### src/rtl/multicycle_ctrl_pkg.sv
// Shared control package: ALU function codes, controller state, opcode
// constants, immediate formats and register-file write-back selects.
package ALU_FNS;

    // ALU operation, encoded as {alt, funct3} so R-type instructions map directly
    typedef enum logic [3:0] {
        ALU_ADD  = 4'b0000,
        ALU_SLL  = 4'b0001,
        ALU_SLT  = 4'b0010,
        ALU_SLTU = 4'b0011,
        ALU_XOR  = 4'b0100,
        ALU_SRL  = 4'b0101,
        ALU_OR   = 4'b0110,
        ALU_AND  = 4'b0111,
        ALU_SUB  = 4'b1000,
        ALU_SRA  = 4'b1101
    } alu_fn_t;

    typedef enum logic [2:0] {
        ST_FETCH,
        ST_DECODE,
        ST_EXEC,
        ST_MEM,
        ST_WB,
        ST_TARGET,
        ST_TRAP
    } ctrl_state_t;

    typedef enum logic [2:0] {
        IMM_I = 3'd0,
        IMM_S = 3'd1,
        IMM_B = 3'd2,
        IMM_U = 3'd3,
        IMM_J = 3'd4
    } imm_type_t;

    typedef enum logic [2:0] {
        IC_OP,
        IC_OP_IMM,
        IC_LOAD,
        IC_STORE,
        IC_BRANCH,
        IC_JAL,
        IC_LUI,
        IC_ILLEGAL
    } instr_class_t;

    localparam logic [6:0] OPC_OP     = 7'b0110011;
    localparam logic [6:0] OPC_OP_IMM = 7'b0010011;
    localparam logic [6:0] OPC_LOAD   = 7'b0000011;
    localparam logic [6:0] OPC_STORE  = 7'b0100011;
    localparam logic [6:0] OPC_BRANCH = 7'b1100011;
    localparam logic [6:0] OPC_JAL    = 7'b1101111;
    localparam logic [6:0] OPC_LUI    = 7'b0110111;

    localparam logic [1:0] RF_WR_ALU = 2'd0;
    localparam logic [1:0] RF_WR_MEM = 2'd1;
    localparam logic [1:0] RF_WR_PC  = 2'd2;

    // Only ADD/SUB and SRL/SRA have an alternate form; elsewhere alt is ignored
    function automatic alu_fn_t alu_fn_from_funct(input logic [2:0] funct3, input logic alt);
        logic use_alt;
        use_alt = alt && ((funct3 == 3'b000) || (funct3 == 3'b101));
        return alu_fn_t'({use_alt, funct3});
    endfunction

endpackage

### src/rtl/multicycle_ctrl_decode.sv
// Combinational instruction classifier: opcode -> class, ALU function,
// immediate format and legality.
import ALU_FNS::*;

module ctrl_decode #(
    parameter int WIDTH = 32
) (
    input  logic [WIDTH-1:0] instr,
    output instr_class_t     iclass,
    output alu_fn_t          alu_fn,
    output imm_type_t        imm_type,
    output logic             legal
);

    logic [2:0] funct3;
    logic       unused_bits;

    assign funct3      = instr[14:12];
    // Register and immediate fields are consumed by the datapath, not here
    assign unused_bits = ^{instr[WIDTH-1:31], instr[29:15], instr[11:7]};

    // Classify the opcode and pick the ALU operation used in EXEC
    always_comb begin
        iclass   = IC_ILLEGAL;
        alu_fn   = ALU_ADD;
        imm_type = IMM_I;
        legal    = 1'b0;
        case (instr[6:0])
            OPC_OP: begin
                iclass = IC_OP;
                alu_fn = alu_fn_from_funct(funct3, instr[30]);
                legal  = 1'b1;
            end
            OPC_OP_IMM: begin
                // instr[30] is an immediate bit except for SRAI
                iclass = IC_OP_IMM;
                alu_fn = alu_fn_from_funct(funct3, (funct3 == 3'b101) && instr[30]);
                legal  = 1'b1;
            end
            OPC_LOAD: begin
                iclass = IC_LOAD;
                legal  = 1'b1;
            end
            OPC_STORE: begin
                iclass   = IC_STORE;
                imm_type = IMM_S;
                legal    = 1'b1;
            end
            OPC_BRANCH: begin
                // Only BEQ/BNE are implemented; other compares trap
                iclass   = IC_BRANCH;
                alu_fn   = ALU_SUB;
                imm_type = IMM_B;
                legal    = (funct3[2:1] == 2'b00);
            end
            OPC_JAL: begin
                iclass   = IC_JAL;
                imm_type = IMM_J;
                legal    = 1'b1;
            end
            OPC_LUI: begin
                iclass   = IC_LUI;
                imm_type = IMM_U;
                legal    = 1'b1;
            end
            default: begin
                iclass = IC_ILLEGAL;
            end
        endcase
    end

endmodule

### src/rtl/multicycle_ctrl.sv
// Multicycle RV32I control FSM: fetch, decode, execute, memory and
// write-back sequencing with a single memory port and an illegal-opcode trap.
// Optional feature macro MULTICYCLE_CTRL_PERF_EN adds cycle/instret counters.
import ALU_FNS::*;

module multicycle_ctrl #(
    parameter int WIDTH = 32
) (
    input  logic             clk,
    input  logic             rst,
    input  logic [WIDTH-1:0] instr,
    input  logic             alu_zero,
    input  logic             mem_ack,
    output logic             mem_req,
    output logic             mem_we,
    output logic             mem_addr_sel,
    output logic             ir_en,
    output logic             pc_en,
    output logic             pc_sel,
    output logic             alu_src_a,
    output logic             alu_src_b,
    output logic [2:0]       imm_type,
    output alu_fn_t          alu_fn,
    output logic             rf_wr_en,
    output logic [1:0]       rf_wr_sel,
    output logic             illegal
`ifdef MULTICYCLE_CTRL_PERF_EN
    ,
    output logic [31:0]      cycle_cnt,
    output logic [31:0]      instret_cnt
`endif
);

    ctrl_state_t  state_reg;
    ctrl_state_t  state_next;

    instr_class_t dec_class;
    alu_fn_t      dec_alu_fn;
    imm_type_t    dec_imm_type;
    logic         dec_legal;

    imm_type_t    imm_sel;
    logic         rd_nz;
    logic         exec_src_a;
    logic         exec_src_b;
    logic         branch_taken;

    ctrl_decode #(
        .WIDTH (WIDTH)
    ) u_decode (
        .instr    (instr),
        .iclass   (dec_class),
        .alu_fn   (dec_alu_fn),
        .imm_type (dec_imm_type),
        .legal    (dec_legal)
    );

    // Writes to x0 are dropped at the source
    assign rd_nz        = |instr[11:7];
    // JAL adds to the old PC; OP and BRANCH use rs2 instead of the immediate
    assign exec_src_a   = (dec_class == IC_JAL);
    assign exec_src_b   = (dec_class == IC_OP) || (dec_class == IC_BRANCH);
    // funct3[0] distinguishes BNE from BEQ
    assign branch_taken = instr[12] ? !alu_zero : alu_zero;
    assign imm_type     = imm_sel;

    // State register; reset always lands in FETCH, even mid-request
    always_ff @(posedge clk) begin
        if (!rst) begin
            state_reg <= ST_FETCH;
        end else begin
            state_reg <= state_next;
        end
    end

    // Next-state and control outputs
    always_comb begin
        state_next   = state_reg;
        mem_req      = 1'b0;
        mem_we       = 1'b0;
        mem_addr_sel = 1'b0;
        ir_en        = 1'b0;
        pc_en        = 1'b0;
        pc_sel       = 1'b0;
        alu_src_a    = 1'b0;
        alu_src_b    = 1'b1;
        imm_sel      = IMM_I;
        alu_fn       = ALU_ADD;
        rf_wr_en     = 1'b0;
        rf_wr_sel    = RF_WR_ALU;
        illegal      = 1'b0;
        case (state_reg)
            ST_FETCH: begin
                mem_req = 1'b1;
                if (mem_ack) begin
                    ir_en      = 1'b1;
                    pc_en      = 1'b1;
                    state_next = ST_DECODE;
                end
            end
            ST_DECODE: begin
                state_next = dec_legal ? ST_EXEC : ST_TRAP;
            end
            ST_EXEC: begin
                alu_src_a = exec_src_a;
                alu_src_b = exec_src_b;
                imm_sel   = dec_imm_type;
                alu_fn    = dec_alu_fn;
                case (dec_class)
                    IC_OP, IC_OP_IMM, IC_LUI: state_next = ST_WB;
                    IC_LOAD, IC_STORE:        state_next = ST_MEM;
                    IC_BRANCH:                state_next = branch_taken ? ST_TARGET : ST_FETCH;
                    IC_JAL: begin
                        rf_wr_en   = rd_nz;
                        rf_wr_sel  = RF_WR_PC;
                        pc_en      = 1'b1;
                        pc_sel     = 1'b1;
                        state_next = ST_FETCH;
                    end
                    default:                  state_next = ST_TRAP;
                endcase
            end
            ST_MEM: begin
                // Address computation is held stable for the whole request
                alu_src_a    = exec_src_a;
                alu_src_b    = exec_src_b;
                imm_sel      = dec_imm_type;
                alu_fn       = dec_alu_fn;
                mem_req      = 1'b1;
                mem_addr_sel = 1'b1;
                mem_we       = (dec_class == IC_STORE);
                if (mem_ack) begin
                    state_next = (dec_class == IC_STORE) ? ST_FETCH : ST_WB;
                end
            end
            ST_WB: begin
                // Keep the ALU result valid while it is written back
                alu_src_a  = exec_src_a;
                alu_src_b  = exec_src_b;
                imm_sel    = dec_imm_type;
                alu_fn     = dec_alu_fn;
                rf_wr_en   = rd_nz;
                rf_wr_sel  = (dec_class == IC_LOAD) ? RF_WR_MEM : RF_WR_ALU;
                state_next = ST_FETCH;
            end
            ST_TARGET: begin
                alu_src_a  = 1'b1;
                alu_src_b  = 1'b0;
                imm_sel    = IMM_B;
                alu_fn     = ALU_ADD;
                pc_en      = 1'b1;
                pc_sel     = 1'b1;
                state_next = ST_FETCH;
            end
            ST_TRAP: begin
                illegal = 1'b1;
            end
            default: begin
                state_next = ST_FETCH;
            end
        endcase
    end

`ifdef MULTICYCLE_CTRL_PERF_EN
    logic [31:0] cycle_cnt_reg;
    logic [31:0] instret_cnt_reg;

    // Cycle count stops while trapped; an instruction retires on every return to FETCH
    always_ff @(posedge clk) begin
        if (!rst) begin
            cycle_cnt_reg   <= '0;
            instret_cnt_reg <= '0;
        end else begin
            if (state_reg != ST_TRAP) begin
                cycle_cnt_reg <= cycle_cnt_reg + 32'd1;
            end
            if ((state_reg != ST_FETCH) && (state_next == ST_FETCH)) begin
                instret_cnt_reg <= instret_cnt_reg + 32'd1;
            end
        end
    end

    assign cycle_cnt   = cycle_cnt_reg;
    assign instret_cnt = instret_cnt_reg;
`endif

endmodule

### config.mk
export PLATFORM = sky130hd
export DESIGN_NAME = multicycle_ctrl
export DESIGN_NICKNAME = d
export VERILOG_FILES = /design/src/rtl/multicycle_ctrl_pkg.sv /design/src/rtl/multicycle_ctrl_decode.sv /design/src/rtl/multicycle_ctrl.sv
export SDC_FILE = /design/constraint.sdc
export NUM_CORES = 1
export LEC_CHECK = 0
export BUFFER_PORTS_ARGS = -buffer_cell sky130_fd_sc_hd__buf_4
export CAP_MARGIN = 0
export CORE_MARGIN = 4
export CORE_UTILIZATION = 36
export DETAILED_ROUTE_END_ITERATION = 10
export PLACE_DENSITY = 0.87
export SYNTH_ARGS = -nofsm -noshare
export SYNTH_HDL_FRONTEND = slang
export SYNTH_SLANG_ARGS = --single-unit
### constraint.sdc
create_clock -name clk -period 1.29 [get_ports clk]
set_input_delay 0.0645 -clock clk [delete_from_list [all_inputs] [get_ports clk]]
set_output_delay 0.0645 -clock clk [all_outputs]
set_load 0.05 [all_outputs]
# ---- Yosys cells after proc, flatten, opt, wreduce, memory -nomap -nowiden
# Cells that the tools add are included.
dict set report totals {
  reg_bits 3
  inputBits 36
  wordCells 71
  output_inout_bits 19
}
dict set report classes {
  n_reduce_logical 17
  eq_ne 22
  bitwise_logic 1
  mux 30
}
# cell n
set ops {}
lappend ops {{one-hot mux 3 bit (4 select lines)} 2}
lappend ops {{== test 3 bit, second input constant} 7}
lappend ops {{== test 7 x 6 -> 1 bit, second input constant} 3}
lappend ops {{one-hot mux 3 bit (7 select lines)} 1}
lappend ops {{two-way mux 3 bit} 5}
lappend ops {{one-hot mux 3 bit (5 select lines)} 1}
lappend ops {{== test 7 bit, second input constant} 2}
lappend ops {{== test 3 x 2 -> 1 bit, second input constant} 4}
lappend ops {{one-hot mux 4 bit (3 select lines)} 1}
lappend ops {{two-way mux 1 bit} 10}
lappend ops {{one-hot mux 1 bit (2 select lines)} 5}
lappend ops {{zero test 3 bit} 3}
lappend ops {{== test 7 x 2 -> 1 bit, second input constant} 1}
lappend ops {{== test 7 x 5 -> 1 bit, second input constant} 1}
lappend ops {{== test 3 x 1 -> 1 bit, second input constant} 2}
lappend ops {{one-hot mux 3 bit (2 select lines)} 1}
lappend ops {{OR reduction 3 bit} 2}
lappend ops {{OR reduction 6 bit} 1}
lappend ops {{OR reduction 5 bit} 1}
lappend ops {{two-way mux 4 bit} 1}
lappend ops {{inequality test 2 bit, second input constant} 2}
lappend ops {{one-hot mux 2 bit (2 select lines)} 1}
lappend ops {{OR reduction 2 bit} 2}
lappend ops {{logical AND 1 bit} 3}
lappend ops {{7 further kinds} 8}

# ---- Logic depth before layout (Yosys ltp)
# Gate-level depths: netlist (run 1).
dict set report logic_depth {
  ltp_word 6
  mapped_depth 5
  mapped_depth_nobuf 4
}

# ---- Cells and area by module
# Synthesis (run 1) repeated with hierarchy kept, for this count alone.
dict set report hier_totals {
  hier_cells 103
  area_unflattened_um2 676.9
}
# module area_each_um2 seq_area_each_um2 cells_each n_inst
set modules_own_cells {}
lappend modules_own_cells {multicycle_ctrl 456.7 60.1 70 1}
lappend modules_own_cells {ctrl_decode 220.2 0.0 33 1}

# ---- Worst setup path before layout (run 1)
# Ideal clock, no wire load.
dict set report synth_path {
  path_type {flip-flop to output port}
  startpoint {register state_reg[1]}
  endpoint {output port rf_wr_en}
  path_stages_with_launch 4
  required_ps 1226
  arrival_ps 2062
  n_path_buf 1
  setup_slack_ps -837
  path_cell_list {dfxtp_1 > clkbuf_1 > nand3_1 > a221oi_1}
}
dict set report synth_via {
  elab_chain_cells 2
  word_cells_on_any_way 3
  cone_classes {eq/ne (2); mux (1)}
}
# item line_no
set synth_rtl {}
lappend synth_rtl {{from (decl)} multicycle_ctrl.sv:34} ;# ctrl_state_t state_reg;
lappend synth_rtl {{from (signal assigned)} multicycle_ctrl.sv:72} ;# state_reg <= state_next;
lappend synth_rtl {{== test 3 bit / == test 3 x 2 -> 1 bit (equally long branches)} multicycle_ctrl.sv:92} ;# case (state_reg)
lappend synth_rtl {{one-hot mux 1 bit (2 select lines) *} multicycle_ctrl.sv:92}
lappend synth_rtl {{to (decl)} multicycle_ctrl.sv:24} ;# output logic rf_wr_en,
# Mark *: on every way between the ends. The rest lies on a longest branch, timed or not.

# ---- Worst setup path after layout (run 1)
dict set report layout_path {
  startpoint {register state_reg[1]}
  endpoint {output port pc_en}
}
dict set report layout_via {
  elab_chain_cells 2
  word_cells_on_any_way 4
  cone_classes {eq/ne (2); mux (1); reduce/logical (1)}
}
# item line_no
set layout_rtl {}
lappend layout_rtl {{== test 3 bit, or another cell as far along} multicycle_ctrl.sv:92}
lappend layout_rtl {{one-hot mux 1 bit (3 select lines) *} multicycle_ctrl.sv:92}
lappend layout_rtl {{to (decl)} multicycle_ctrl.sv:18} ;# output logic pc_en,
# Marks and branches as above.

==> flow_summary_export.csv, run 1 <==
group,metric,value,unit
synthesis,ys_seq_elements,3,
min_path,hold_class,"in2reg",
placed_design,placedCellCount,189,
synthesis,synth-edff-count,0,
synthesis,ys_types,40,
synthesis,syn_area,725.7,µm²
power,vdd_drop_max,0.7781,mV
power,power_density,834.9,nW/µm²
worst_setup_path,critPathKind,"reg2out",
clock_network,cts-root-buf,"clkbuf_4",
sta,slew_violations,0,
synthesis,syn_nets,146,
sta,layout_min_cycle_time,1555,ps
clock_network,clkLatencyLatePin,240,ps
drt,routed_wl,3780,µm
global_routing,grt_max_degree,16,
clock_network,cts_tree,"built",
placed_design,place_area,1264,µm²
drt,detail-route-antenna-nets,0,
final_layout,largest_reg_flops,3,
drt,wl_per_cell,18.99,µm
synthesis,synth_top_cell_by_area,"dfxtp_1",
drt,first_iter_violations,40,
final_layout,finalNetCount,211,
worst_setup_path,crit_required,1230,ps
sta,finalSetupTns,-2844,ps
worst_setup_path,path_cells,"inv_2 > or4_4 > nand2_1 > a22o_2 > buf_8",
clock_network,hold_buffers,0,
clock_network,cts_buffer_depth,2,
worst_setup_path,crit_arrival,1490,ps
synthesis,synth_top_area_share,0.08276,
global_routing,overflow,0,
power,total_power,1.337,mW
worst_setup_path,critical_path_buf_inv_count,2,
placed_design,io_buffer_count,38,
power,p_seq_frac,0.104,
worst_setup_path,path_delay_family,"simple AND/OR/NAND/NOR gates",
worst_setup_path,crit_path_max_fanout,4,
power,p_int,0.6977,mW
clock_network,cts_buffers,3,
worst_setup_path,crit_slowest_cell,"or4_4",
flow_run,drv_cap,0,
drt,drc_errors,0,
die,row_count,15,
synthesis,avgSynthCellArea,6.597,µm²
power,p_clk_frac,0.127,
sta,timing.fmax,643.1,MHz
sta,tightestPinTransition,451.2,ps
worst_setup_path,worst_setup_path_start_kind,"register",
placed_design,dp_hpwl,2124,µm
sta,setup_violations,20,
drt,dr.pass1.iters,4,
sta,fin_ws,-265.0,ps
synthesis,ys_seq_area_frac,0.08276,
clock_network,clock_sink_count,3,
sta,rsz0062_at_grt,"true",
status,violations,"setup timing",
die,start_util,0.3986,
die,fp.dieH,52.90,µm
sta,fin_crit_sh,1.205,
final_layout,final_cell_count_no_fill,199,
synthesis,synth.most_common_cell,"nand2_1",
die,die_w,52.90,µm
drt,vias_per_cell,6.020,
global_routing,grt_pass1_wl,5292,µm
synthesis,synth-main-ff-cell,"dfxtp_1",
final_layout,antenna_cells,0,
worst_setup_path,slowest_delay,440,ps
global_routing,antenna_found_initial,0,
power,swShare,0.4782,
worst_setup_path,end_kind,"output pin",
synthesis,async_flop_share,0,
die,die_area,2798,µm²
global_routing,grt_use_total,0.2589,
power,p_leak,0.6868,nW
die,coreArea,1821,µm²
clock_network,cts_max_level,1,
sta,finalHoldViolCount,0,
global_routing,grt_pass1_vias,1165,
placed_design,finalWeightedCongestion,0.7974,
synthesis,syn_inst,110,
drt,vias,1198,
sta,slew_headroom,0.6954,
final_layout,area_growth,120.7,%
sta,skew,5.726,ps
die,ios,55,
power,power_switching,0.6394,mW
synthesis,synthTopCellsByCount,"nand2_1 (13), nor2_1 (11), and2_1 (7), o21ai_0 (7), nor3_1 (6)",
status,status,"complete, but fails checks",
power,power_frac_comb,0.769,
synthesis,ys_warn_count,0,
clock_network,clk_pin_slew,40,ps
final_layout,fin_area,1602,µm²
final_layout,drive_gt1_frac,0.6552,
synthesis,synthTopCellsByArea,"dfxtp_1 (8.3%), nand2_1 (6.7%), and2_1 (6.0%), nor2_1 (5.7%), o21ai_0 (4.8%)",
-- placed cells by master (no fill, tap or decap), drive strengths merged, types with 2 or more instances in the layout --
master  synthesis  routed
a21oi           4       4
a221oi          2       2
a31oi           2       2
and2            7       7
and3            3       3
buf             4      67
clkbuf          3       4
dfxtp           3       3
inv             3       3
nand2          14      14
nand2b          5       5
nand3           5       5
nand3b          3       3
nor2           11      11
nor2b           2       2
nor3            7       7
nor3b           2       2
nor4bb          2       2
o21ai           7       7
o22ai           3       3
xor2            4       4
-- cells by family after synthesis --
kind of cell | after synthesis | synth area share
and+or+nand+nor | 67 | 0.5603
AOI/OAI and AO/OA | 26 | 0.2414
xor gates and xnor gates | 4 | 0.04827
buffers and inverters | 10 | 0.06723
DFF | 3 | 0.08276
-- cell type report --
class / instances / area (µm²)
Sequential cell: 3 / 68.82
Multi-Input combinational cell: 97 / 820.8
Tap cell: 25 / 31.28
Inverter: 3 / 11.26
Clock buffer: 4 / 26.28
Fill cell: 77 / 219.0
Timing Repair Buffer: 67 / 643.1
-- metrics by stage --
stage | worst slack, ps | hold slack, ps | util
after global routing | -393.2 | 105.4 | 0.8797
final | -265.0 | 104.0 | 0.8797
after global placement | -170.1 | 333.8 | 0.6942
after floorplan | -339.0 | 205.2 | -
after CTS | -257.8 | 100.9 | 0.8419
after detailed placement | -199.4 | 343.6 | 0.6942
-- worst register-to-register path: stages (launching register included) --
cell      delay [ps]
dfxtp_4          360
buf_8            140
nor2_1           250
o311ai_0         240
o211a_1          260
-- worst paths after layout --
check,from,to,slack [ps],cells after the start
worst max-delay path,state_reg[1],pc_en,-260,5
worst min-delay path,rst,state_reg[1],100,2
worst min register to register,state_reg[0],state_reg[1],630,3
worst max register to register,state_reg[2],state_reg[1],-70,4
-- routing by layer --
layer	GRT usage	vias up	wire length, µm
met3	0.03662	33	336
li1	-	530	-
met1	0.2571	537	1237
met5	0	-	0
met2	0.4855	98	1950
met4	0.1787	0	255
-- timing repair --
action | 4_1_cts | 5_1_grt
setup buffers | 5 | 1
pin swaps | 8 | 8
gates resized for setup | 50 | 13
endpoints found under the setup margin | 19 | 22
-- power groups by stage --
stage / Clock [mW] / Sequential (mW) / Combinational, mW
after global placement: 0 / 0.127 / 0.721
final: 0.170 / 0.139 / 1.03
after floorplan: 0 / 0.126 / 0.461
after CTS: 0.171 / 0.135 / 0.912
after detailed placement: 0 / 0.128 / 0.739
after global routing: 0.188 / 0.141 / 1.07
No activity file was read; power rests on OpenSTA's default activity.
==> run 2, diff against run 1 <==
--- a/config.mk
+++ b/config.mk
@@ -5,12 +5,14 @@
 export SDC_FILE = /design/constraint.sdc
 export NUM_CORES = 1
 export LEC_CHECK = 0
+export ABC_AREA = 1
 export BUFFER_PORTS_ARGS = -buffer_cell sky130_fd_sc_hd__buf_4
 export CAP_MARGIN = 0
 export CORE_MARGIN = 4
-export CORE_UTILIZATION = 36
+export CORE_UTILIZATION = 33
 export DETAILED_ROUTE_END_ITERATION = 10
-export PLACE_DENSITY = 0.87
+export PLACE_DENSITY = 0.86
+export REMOVE_ABC_BUFFERS = 1
 export SYNTH_ARGS = -nofsm -noshare
 export SYNTH_HDL_FRONTEND = slang
 export SYNTH_SLANG_ARGS = --single-unit
==> flow_summary_export.csv, run 2 <==
group,metric,value,unit
synthesis,synth_top_area_share,0.1700,
die,start_util,0.3541,
worst_setup_path,crit_arrival,1500,ps
final_layout,multi_input_area,590.6,µm²
status,violations,"setup timing",
drt,wl_per_cell,14.16,µm
drt,vias_per_cell,4.940,
drt,dr.pass1.iters,4,
worst_setup_path,end_kind,"output pin",
synthesis,synth-main-ff-cell,"dfxtp_1",
final_layout,fillCellCount,103,
final_layout,area_growth,126.9,%
worst_setup_path,worst_setup_path_start_kind,"register",
final_layout,seqCellArea,68.82,µm²
synthesis,avgSynthCellArea,5.025,µm²
clock_network,cts-root-buf,"clkbuf_4",
worst_setup_path,path_cells,"buf_6 > nor2_1 > inv_1 > nor2_2 > nand2_2 > inv_2 > a2bb2oi_2 > buf_6",
synthesis,ys_seq_area_frac,0.09717,
die,coreArea,1745,µm²
drt,vias,1067,
drt,drc_errors,0,
placed_design,preCtsSetupSlack,-107.2,ps
power,power_density,1735,nW/µm²
clock_network,cts_buffers,3,
clock_network,hold_buffers,0,
flow_run,drv_cap,0,
final_layout,final_common_cell,"buf_4",
sta,setup_violations,21,
sta,timing.fmax,639.7,MHz
final_layout,finalNetCount,228,
sta,finalSetupTns,-3437,ps
sta,finalHoldViolCount,0,
synthesis,synth.area.mux_share,0,
sta,tightestPinTransition,318.8,ps
synthesis,synth-simple-area-share,0.5769,
synthesis,ys_types,23,
synthesis,synth.most_common_cell,"nand2_1",
clock_network,cts_buffer_depth,2,
worst_setup_path,crit_slowest_cell,"dfxtp_2",
drt,first_iter_violations,38,
min_path,hold_class,"in2reg",
final_layout,mostFrequentLayoutCells,"buf_4 (41), nand2_1 (25), nor2_1 (16), buf_6 (16), inv_1 (14)",
sta,fin_crit_sh,1.212,
synthesis,ys_seq_elements,3,
die,die_area,2630,µm²
global_routing,grt_use_total,0.2167,
synthesis,ys_warn_count,0,
global_routing,grt_pass1_vias,1063,
synthesis,async_flop_share,0,
status,status,"complete, but fails checks",
clock_network,clk_pin_slew,60,ps
die,ios,55,
sta,slew_headroom,0.7870,
global_routing,grt_max_degree,8,
synthesis,synthTopCellsByArea,"nand2_1 (17%), nor2_1 (16%), inv_1 (11%), dfxtp_1 (9.7%), nand3_1 (5.7%)",
clock_network,cts_max_level,1,
sta,rsz0062_at_grt,"true",
worst_setup_path,crit_required,1230,ps
synthesis,synth_top_family_by_area,"simple AND/OR/NAND/NOR gates",
placed_design,dp_hpwl,1785,µm
final_layout,antenna_cells,0,
sta,skew,22.07,ps
worst_setup_path,crit_path_frequent_cell,"buf_6",
sta,hold_slack,73.93,ps
final_layout,drive_gt1_frac,0.5916,
power,vdd_drop_max,0.9859,mV
synthesis,synth-compound-area-share,0.1660,
clock_network,clock_sink_count,3,
clock_network,cts_tree,"built",
drt,routed_wl,3058,µm
power,p_leak,0.7113,nW
clock_network,clkLatencyLatePin,250,ps
drt,detail-route-antenna-nets,0,
die,die_w,51.28,µm
global_routing,overflow,0,
synthesis,syn_area,618.1,µm²
sta,slew_violations,0,
placed_design,finalWeightedCongestion,0.8842,
global_routing,antenna_found_initial,0,
synthesis,syn_inst,123,
worst_setup_path,path_delay_family,"buffers and inverters",
synthesis,synthTopCellsByCount,"nand2_1 (28), nor2_1 (26), inv_1 (18)",
placed_design,io_buffer_count,38,
worst_setup_path,critical_path_buf_inv_count,4,
synthesis,synth_xor_area_frac,0.01417,
sta,fin_ws,-273.1,ps
die,fp.dieH,51.28,µm
sta,layout_min_cycle_time,1563,ps
final_layout,fin_util,0.8036,
synthesis,synth_fa_ha_area_frac,0,
final_layout,largest_reg_flops,3,
synthesis,synth-edff-count,0,
die,row_count,15,
synthesis,synth_top_cell_by_area,"nand2_1",
global_routing,grt_pass1_wl,4367,µm
worst_setup_path,crit_path_max_fanout,2,
worst_setup_path,critPathKind,"reg2out",
worst_setup_path,slowest_delay,330,ps
run 2: cell count changes after synthesis, moves of 3 or more:
cell,before,now
inv_1,3,18
nand2_1,13,28
nor2_1,11,26
and2_1,7,0
inv_2,0,6
nand2b_1,5,0
nor2_2,0,4
xor2_1,4,0
and3_1,3,0
buf_2,3,0
clkbuf_1,3,0
o22ai_1,3,0
run 2: power breakdown:
group          internal [mW]  switching (mW)  total (mW)
clock                  0.117          0.0669       0.184
sequential             0.153          0.0910       0.244
combinational          0.874            1.13        2.01
total                   1.14            1.29        2.43
run 2: final timing paths:
| kind | from | to | slack (ps) | depth (start not counted) |
|---|---|---|---|---|
| worst max-delay path | state_reg[2] | rf_wr_en | -270 | 8 |
| worst min-delay path | rst | state_reg[0] | 70 | 3 |
| worst max register to register | state_reg[2] | state_reg[1] | -170 | 9 |
| worst min register to register | state_reg[0] | state_reg[2] | 680 | 3 |
run 2: tightest hold or removal path, delay by kind of cell:
family,cells,cell delay [ps]
buffers and inverters,2,130
AND/OR/NAND/NOR,1,90
run 2: final cells by class:
type	instances	share of cell area
timing repair buffer	64	0.4228
clock buffer	4	0.01873
multi-input combinational	96	0.4211
sequential	3	0.04906
tap	25	0.02230
inverter	24	0.06601
run 2: routing by layer:
layer | GRT usage | vias to the layer above | share of wire
met2 | 0.4206 | 49 | 0.52
met4 | 0.1310 | 0 | 0.029
met3 | 0.05248 | 10 | 0.066
met1 | 0.1993 | 486 | 0.38
met5 | 0 | - | 0
li1 | - | 522 | -
run 2: per-stage QoR:
stage | power (mW) | instances | instance area, µm²
finish | 2.434 | 216 | 1403
global route | 2.547 | 216 | 1403
CTS | 2.174 | 212 | 1295
detailed placement | 1.469 | 200 | 1040
global placement | 1.425 | 200 | 1040
floorplan | 1.025 | 123 | 618.1
run 2: repair_timing:
action / 4_1_cts / 5_1_grt
setup buffers: 8 / 4
pin swaps: 13 / 6
resized for setup: 49 / 23
setup endpoints to repair: 20 / 22
run 2: cells by family (layout without fill, tap and decap cells):
group / count (synthesis) / after routing
AOI/OAI and AO/OA: 16 / 16
buffers and inverters: 24 / 92
xor gates and xnor gates: 1 / 1
DFF: 3 / 3
and+or+nand+nor: 79 / 79
==> run 3, diff against run 2 <==
--- a/config.mk
+++ b/config.mk
@@ -9,9 +9,10 @@
 export BUFFER_PORTS_ARGS = -buffer_cell sky130_fd_sc_hd__buf_4
 export CAP_MARGIN = 0
 export CORE_MARGIN = 4
-export CORE_UTILIZATION = 33
+export CORE_UTILIZATION = 37
+export CTS_CLUSTER_SIZE = 24
 export DETAILED_ROUTE_END_ITERATION = 10
-export PLACE_DENSITY = 0.86
+export PLACE_DENSITY = 0.78
 export REMOVE_ABC_BUFFERS = 1
 export SYNTH_ARGS = -nofsm -noshare
 export SYNTH_HDL_FRONTEND = slang
==> constraint.sdc (replaced) <==
create_clock -name clk -period 1.5 [get_ports clk]
set_input_delay 0.075 -clock clk [delete_from_list [all_inputs] [get_ports clk]]
set_output_delay 0.075 -clock clk [all_outputs]
set_load 0.05 [all_outputs]
==> flow_summary_export.csv, run 3 (synthesis results as in run 2) <==
group,metric,value,unit
sta,slew_headroom,0.7937,
clock_network,cts_buffer_depth,2,
sta,timing.fmax,672.6,MHz
sta,skew,1.411,ps
drt,detail-route-antenna-nets,0,
placed_design,placedCellCount,179,
sta,slew_violations,0,
die,die_area,2388,µm²
worst_setup_path,crit_arrival,1410,ps
sta,setup_violations,0,
die,row_count,14,
sta,finalHoldViolCount,0,
die,fp.dieH,48.87,µm
worst_setup_path,critical_path_buf_inv_count,3,
clock_network,clkLatencyLatePin,230,ps
die,start_util,0.4010,
clock_network,clk_pin_slew,40,ps
final_layout,antenna_cells,0,
power,p_leak,0.5735,nW
final_layout,final_cell_count_no_fill,186,
status,status,"finished clean",
drt,drc_errors,0,
sta,layout_min_cycle_time,1487,ps
global_routing,overflow,0,
global_routing,grt_pass1_vias,835,
placed_design,io_buffer_count,38,
power,power_density,1430,nW/µm²
clock_network,hold_buffers,0,
global_routing,antenna_found_initial,0,
worst_setup_path,path_delay_family,"flip-flops",
clock_network,cts_tree,"built",
worst_setup_path,slowest_delay,360,ps
final_layout,mostFrequentLayoutCells,"buf_4 (39), nand2_1 (26), nor2_1 (21)",
sta,hold_slack,89.45,ps
global_routing,grt_max_degree,8,
drt,wl_per_cell,11.09,µm
clock_network,cts_max_level,1,
drt,vias_per_cell,4.978,
final_layout,finalNetCount,207,
die,ios,55,
sta,tightestPinTransition,307.1,ps
drt,first_iter_violations,13,
global_routing,grt_use_total,0.1561,
worst_setup_path,crit_path_frequent_cell,"inv_2",
clock_network,cts-root-buf,"clkbuf_4",
worst_setup_path,crit_required,1420,ps
flow_run,drv_cap,0,
worst_setup_path,path_cells,"nor2_2 > inv_2 > nor2_4 > nand2_2 > inv_2 > a2bb2oi_1 > buf_4",
final_layout,largest_reg_flops,3,
sta,finalSetupTns,0,ps
drt,dr.pass1.iters,5,
sta,rsz0062_at_grt,"true",
sta,fin_crit_sh,0.9912,
die,die_w,48.87,µm
clock_network,cts_buffers,3,
placed_design,dp_hpwl,1594,µm
worst_setup_path,worst_setup_path_start_kind,"register",
final_layout,fin_util,0.6891,
clock_network,clock_sink_count,3,
die,coreArea,1541,µm²
drt,vias,926,
worst_setup_path,end_kind,"output pin",
final_layout,drive_gt1_frac,0.4882,
global_routing,grt_pass1_wl,3180,µm
min_path,hold_class,"in2reg",
power,vdd_drop_max,0.8431,mV
placed_design,finalWeightedCongestion,0.7415,
final_layout,final_common_cell,"buf_4",
worst_setup_path,critPathKind,"reg2out",
drt,routed_wl,2062,µm
worst_setup_path,crit_path_max_fanout,5,
final_layout,area_growth,71.86,%
worst_setup_path,crit_slowest_cell,"dfxtp_4",
==> run 3: cell types whose count changed in the layout (fill, tap and decap cells not counted), moves of 3 or more <==
cell,previous run,this run
buf_8,7,0
nor2_4,5,2
buf_6,16,4
nor2_1,16,21
==> run 3: tightest hold or removal path, stage by stage <==
cell and delay (ps):
buf_4 110, nand2_1 60, a21oi_1 30
==> run 3: final timing paths <==
check	from	endpoint	slack (ps)	cells past startpoint
setup / recovery	state_reg[0]	rf_wr_en	10	7
setup reg to reg	state_reg[1]	state_reg[0]	130	7
hold / removal	rst	state_reg[1]	90	3
hold reg to reg	state_reg[0]	state_reg[2]	640	3
==> run 3: cell type report <==
cell class / count / area [µm²]
Sequential cell: 3 / 66.31
Fill cell: 134 / 479.2
Inverter: 24 / 90.09
Tap cell: 16 / 20.02
Timing Repair Buffer: 43 / 337.8
Multi-Input combinational cell: 96 / 521.8
Clock buffer: 4 / 26.28
==> run 3: repair_timing <==
action / in CTS / in global routing
endpoints found under the setup margin: 10 / 12
setup buffers: 2 / 1
pin swaps: 0 / 2
gates resized for setup: 8 / 19
==> run 3: routing by layer <==
metal  wire, µm  part of all wire  GRT usage
met1        871              0.42     0.1727
met2       1057              0.51     0.2848
met3        134             0.065    0.03364
met4          0                 0    0.05830
met5          0                 0          0
==> run 3: per-stage QoR <==
step	instance area [µm²]	worst slack, ps	power, mW
floorplan	618.1	-745.4	0.8812
global placement	938.4	95.41	1.151
detailed placement	938.4	77.61	1.165
CTS	1001	-6.835	1.407
global route	1062	-52.19	1.618
finish	1062	13.23	1.519
==> run 3: where the power goes <==
part / internal, mW / total, mW / switching, mW
combinational: 0.420 / 1.19 / 0.768
sequential: 0.127 / 0.192 / 0.0645
clock: 0.0995 / 0.139 / 0.0394
total: 0.647 / 1.52 / 0.872
